<file path="src/rtl/dilated_window_mac.sv">
// dilated_window_mac: 3x3 dilated depthwise MAC over a column history, two-stage product/sum pipeline.
// Optional DILATED_WINDOW_MAC_RELU_EN clamps negative partial sums to zero.
module dilated_window_mac #(
    parameter int DATA_WIDTH   = 8,
    parameter int TAP_NUMBER   = 3,
    parameter int WEIGHT_WIDTH = 8,
    parameter int ACC_WIDTH    = 20,
    parameter int HIST_DEPTH   = 9
) (
    input  logic                             clk,
    input  logic                             rst,
    input  logic                             en,
    input  logic                             clear,
    input  logic [1:0]                       dilation_sel_i,
    input  logic                             weight_load_i,
    input  logic [WEIGHT_WIDTH-1:0]          weight_data_i,
    output logic                             weight_ready_o,
    input  logic                             tap_data_valid_i,
    input  logic [TAP_NUMBER*DATA_WIDTH-1:0] tap_data_i,
    input  logic [ACC_WIDTH-1:0]             bias_i,
    output logic                             psum_valid_o,
    output logic [ACC_WIDTH-1:0]             psum_data_o,
    output logic                             busy_o
);
    localparam int PW    = DATA_WIDTH + WEIGHT_WIDTH;
    localparam int CW    = TAP_NUMBER * DATA_WIDTH;
    localparam int CNT_W = $clog2(HIST_DEPTH + 1);

    typedef enum logic [1:0] {IDLE, LOAD_W, RUN} state_t;
    state_t state, state_nx;

    logic signed [WEIGHT_WIDTH-1:0] weight [9];
    logic [3:0]                     w_idx;
    logic                           weights_loaded;
    logic [CW-1:0]                  hist [HIST_DEPTH];
    logic [CNT_W-1:0]               col_cnt, cnt_nx, need;
    logic [2:0]                     d;
    logic [3:0]                     cidx [3];
    logic                           accept, win_ok, win_v, s1_v, wr;
    logic [ACC_WIDTH-1:0]           win_bias, s1_bias, sum, result;
    logic signed [PW-1:0]           prod [9];
    logic signed [PW-1:0]           s1_prod [9];

    always_ff @(posedge clk) begin
        if (rst) state <= IDLE;
        else     state <= state_nx;
    end

    always_comb begin
        state_nx = state;
        case (state)
            IDLE:    state_nx = weight_load_i ? LOAD_W : (en && weights_loaded) ? RUN : IDLE;
            LOAD_W:  state_nx = (weight_load_i && w_idx == 4'd8) ? IDLE : LOAD_W;
            RUN:     state_nx = (!en || clear) ? IDLE : RUN;
            default: state_nx = IDLE;
        endcase
    end

    always_comb begin
        weight_ready_o = (state == IDLE) || (state == LOAD_W);
        busy_o         = (state == RUN) || win_v || s1_v || psum_valid_o;
    end

    // The strobe that moves IDLE to LOAD_W already carries weight 0.
    assign wr = weight_ready_o && weight_load_i;

    always_ff @(posedge clk) begin
        if (rst) begin
            for (int k = 0; k < 9; k++) weight[k] <= '0;
            w_idx          <= '0;
            weights_loaded <= 1'b0;
        end else if (wr) begin
            weight[w_idx]  <= weight_data_i;
            w_idx          <= (w_idx == 4'd8) ? 4'd0 : w_idx + 4'd1;
            weights_loaded <= weights_loaded || (w_idx == 4'd8);
        end
    end

    assign accept = (state == RUN) && en && tap_data_valid_i && !clear;
    assign cnt_nx = (col_cnt == CNT_W'(HIST_DEPTH)) ? col_cnt : col_cnt + 1'b1;
    assign d      = (dilation_sel_i == 2'b00) ? 3'd1 : (dilation_sel_i == 2'b01) ? 3'd2 : 3'd4;
    assign need   = CNT_W'({d, 1'b1});
    assign win_ok = accept && (dilation_sel_i != 2'b11) && (cnt_nx >= need);

    always_ff @(posedge clk) begin
        if (rst || clear) begin
            for (int i = 0; i < HIST_DEPTH; i++) hist[i] <= '0;
            col_cnt <= '0;
        end else if (accept) begin
            hist[0] <= tap_data_i;
            for (int i = 1; i < HIST_DEPTH; i++) hist[i] <= hist[i-1];
            col_cnt <= cnt_nx;
        end
    end

    // Window taps come from the already-shifted history, one cycle after the accept.
    assign cidx[2] = 4'd0;
    assign cidx[1] = {1'b0, d};
    assign cidx[0] = {d, 1'b0};

    for (genvar r = 0; r < 3; r++) begin : g_row
        for (genvar c = 0; c < 3; c++) begin : g_col
            assign prod[r*3+c] = $signed(hist[cidx[c]][r*DATA_WIDTH +: DATA_WIDTH]) * weight[r*3+c];
        end
    end

    always_comb begin
        sum = s1_bias;
        for (int k = 0; k < 9; k++) sum = sum + {{(ACC_WIDTH-PW){s1_prod[k][PW-1]}}, s1_prod[k]};
`ifdef DILATED_WINDOW_MAC_RELU_EN
        result = sum[ACC_WIDTH-1] ? '0 : sum;
`else
        result = sum;
`endif
    end

    always_ff @(posedge clk) begin
        if (rst || clear) begin
            win_v        <= 1'b0;
            s1_v         <= 1'b0;
            psum_valid_o <= 1'b0;
        end else begin
            win_v        <= win_ok;
            s1_v         <= win_v;
            psum_valid_o <= s1_v;
        end
    end

    always_ff @(posedge clk) begin
        if (rst) begin
            for (int k = 0; k < 9; k++) s1_prod[k] <= '0;
            win_bias    <= '0;
            s1_bias     <= '0;
            psum_data_o <= '0;
        end else begin
            if (win_ok) win_bias <= bias_i;
            for (int k = 0; k < 9; k++) s1_prod[k] <= prod[k];
            s1_bias <= win_bias;
            if (s1_v) psum_data_o <= result;
        end
    end
endmodule

</file>
<file path="config.mk">
export PLATFORM = sky130hd
export DESIGN_NAME = dilated_window_mac
export DESIGN_NICKNAME = d
export VERILOG_FILES = /design/src/rtl/dilated_window_mac.sv
export SDC_FILE = /design/constraint.sdc
export NUM_CORES = 2
export LEC_CHECK = 0
export CORE_MARGIN = 1.5
export CORE_UTILIZATION = 66
export CTS_CLUSTER_DIAMETER = 150
export DETAILED_ROUTE_END_ITERATION = 10
export GPL_TIMING_DRIVEN = 0
export PLACE_DENSITY = 0.85
export SLEW_MARGIN = 20
export SYNTH_ARGS = -nofsm -noshare
export SYNTH_HDL_FRONTEND = slang
export SYNTH_SLANG_ARGS = --single-unit
</file>
<file path="constraint.sdc">
create_clock -name clk -period 10.3 [get_ports clk]
set_clock_uncertainty 0.15 [all_clocks]
set_input_delay 1.03 -clock clk [delete_from_list [all_inputs] [get_ports clk]]
set_output_delay 1.03 -clock clk [all_outputs]
set_load 0.005 [all_outputs]
</file>
==> results.tsv <==
metric	value	unit
summed negative setup slack over all endpoints	0	ps
detailed placer's ending HPWL	88400	um
residual overflow from global routing	0	
number of nets in the layout	5397	
post-synthesis cell area	44600	um^2
cell taking the most area after synthesis	fa_1	
number of remaining DRC errors	0	
Root Buffer Master	clkbuf_16	
Site Rows	95	
number of antenna-violating nets in the routed design	0	
TritonCTS clock tree	yes	
clock input transition at the sequential cells of the worst setup and hold paths	60	ps
Max transition margin	16.3	%
Final Hold Vio Count	0	
hold-fix buffers at CTS	0	
combined global-route utilization of all metal layers	33.5	%
number of register bits inferred by synthesis	506	
Hold Slack	308	ps
via count of the first global-routing pass	32200	
count of flip-flops with a built-in enable after synthesis	288	
critical path fanouts, max	10	
pwr dens	227	nW/um^2
final estimated routing congestion in global placement	0.966	
Detailed Route WL	112000	um
Mapped Cells	4276	
average vias per placed instance	5.74	
type of the worst setup path	primary input to flip-flop	
Async S/R FF share, synth	0	%
CP Data Arrival Time	6880	ps
library cell contributing the largest single delay on the critical path	fa_1	
Avg Synthesized Cell Area	10.4	um^2
largest net degree at the start of global routing	83	
width of the die	263	um
number of buffers created by CTS	53	
Post-CTS Setup Repair Bufs	0	
clock latency on the worst-skew pair	630	ps
count of maximum capacitance violations	0	
Post-Route Utilization	72.2	%
Setup violations, final	0	
prevailing post-synth register cell	edfxtp_1	
cell chain of the critical path	buf_6 > clkbuf_1 > buf_1 > nand2_1 > o21ai_1 > nand2_1 > fa_1 > fa_1 > inv_1 > fa_1 > inv_1 > fa_1 > inv_1 > ha_1 > a21oi_1 > nor2b_1 > o21ai_0 > a21boi_0 > a311oi_1 > xnor2_1 > nor2_1	
peak clock frequency supported by timing	153	MHz
post-cts gate resize count	0	
total core area	67000	um^2
die area	69200	um^2
global-route wire length before repair	177000	um
count of yosys warnings during synthesis	0	
Max VDD drop	577	uV
total non-filler cell area in the finished layout	48400	um^2
cells taking the most area after synthesis	fa_1 (28%), edfxtp_1 (19%), dfxtp_1 (9.8%)	
Final Critical Period	6540	ps
pins over their slew limit	0	
share of cells above drive strength 1	2.83	%
Critical Path End Type	flip-flop	
Via Count	30600	
number of top-level design ports	83	
worst reg2reg setup slack	4640	ps
crit start category	primary input	
syn nets	5260	
slowest cell delay on critical path	670	ps
average wire per standard cell	20.9	um
most frequent cells after synthesis	inv_1 (870), fa_1 (634), and2_1 (393)	
initial cell density of the core	66.5	%
H-tree depth reported by CTS	2	
number of distinct library cells after synthesis	67	
non-filler cells in the finished layout	5334	
LEAKAGE	22.5	nW
required time reported for the critical path endpoint	10640	ps
share of the cycle needed by the critical path after routing	63.5	%
maximum clock path buffer count	3	
classification of the worst-slack hold path	flip-flop to flip-flop	
worst r2r path cells	19	
clock sink total	506	
Area Growth Syn to Fin	8.45	%
portion of the post-synthesis area used by sequential elements	29.2	%
first-pass detailed-route iteration total	8	
RSZ-0062 raised after global routing	no	
DRT iter0 DRCs	2781	
status	complete, no violations	
library cell with the highest instance count after synthesis	inv_1	
Vert. Die Dim	263	um
pin slew with the least headroom to its limit	1250	ps
hold-critical path depth	2	
Port-buffer cells	79	
initial antenna violation count	6	
critical path's most frequent cell	fa_1	
post-placement cell count	5231	
placed instance area	46600	um^2
area fraction of the dominant cell type after synthesis	28.5	%
-- area by class of cell --
class / count / area, um^2
Buffer: 84 / 352
Inverter: 871 / 3280
Clock buffer: 71 / 1550
Timing Repair Buffer: 82 / 853
Fill cell: 4611 / 18700
Sequential cell: 506 / 13000
Antenna cell: 3 / 7.51
Multi-Input combinational cell: 2815 / 28000
Tap cell: 873 / 1090
Clock inverter: 29 / 245
-- worst max-delay path, delay by kind of cell --
family | cells | cell delay (ps)
compound gates | 5 | 1290
xor+xnor | 1 | 170
fa+ha+maj | 5 | 2500
buf+inv | 6 | 1320
simple gates | 4 | 540
-- sequential cells by signal, indices dropped and copies added (netlist names) --
signal / flops
s1_v: 1
weight: 72
s1_prod: 144
win_v: 1
win_bias: 20
hist: 216
s1_bias: 20
w_idx: 4
psum_data_o: 20
col_cnt: 4
weights_loaded: 1
psum_valid_o: 1
state: 2
-- per-stage QoR --
stage	power, mW	setup slack, ps
final	11.0	3760
after CTS	10.9	3810
after detailed placement	8.85	3190
after global routing	11.9	3470
after floorplan	7.32	3920
after global placement	8.59	1290
-- power breakdown --
| group | switching (mW) | total [mW] | leakage (nW) | internal [mW] |
|---|---|---|---|---|
| combinational | 3.82 | 6.57 | 16.7 | 2.75 |
| sequential | 0.147 | 2.44 | 4.94 | 2.30 |
| clock | 0.868 | 1.98 | 0.885 | 1.12 |
-- worst paths after layout --
path	startpoint	endpoint
setup / recovery	dilation_sel_i[1]	s1_prod[0][15]
hold / removal	psum_data_o[16]	psum_data_o[16]
setup reg to reg	hist[1][5]	s1_prod[1][15]
hold reg to reg	psum_data_o[16]	psum_data_o[16]
-- layout by cell type, fill, tap and decap left out, drive strengths merged, types with 18 or more instances in the layout --
master and count:
a21o 48, a21oi 107, and2 393, and3 71, buf 22, clkbuf 136, clkdlybuf4s50 79, clkinv 18
dfxtp 218, edfxtp 288, fa 634, ha 290, inv 877, mux2i 77, nand2 144, nand2b 107
nor2 198, nor2b 288, nor3 44, o21a 31, o21ai 92, xnor2 104, xor2 40
-- metal layers --
metal | up-vias | GRT usage [%] | part of all wire (%)
met3 | 309 | 6.63 | 9.5
met2 | 1391 | 53.5 | 46
met5 | - | 0 | 0
li1 | 13600 | - | -
met4 | 0 | 17.4 | 5.9
met1 | 15300 | 43.9 | 38
-- cell families (layout without fill, tap and decap cells) --
kind of cell / count (synthesis) / count (layout) / synth area share (%)
and+or+nand+nor: 1302 / 1302 / 16.4
DFF: 506 / 506 / 29.2
xor gates and xnor gates: 144 / 144 / 2.83
AOI/OAI and AO/OA: 367 / 367 / 5.19
buffers and inverters: 955 / 1137 / 8.11
adders and majority gates: 924 / 924 / 36.6
muxes: 78 / 78 / 1.75
other: 0 / 3 / 0
Note: power is estimated with default switching activity, not from simulation.
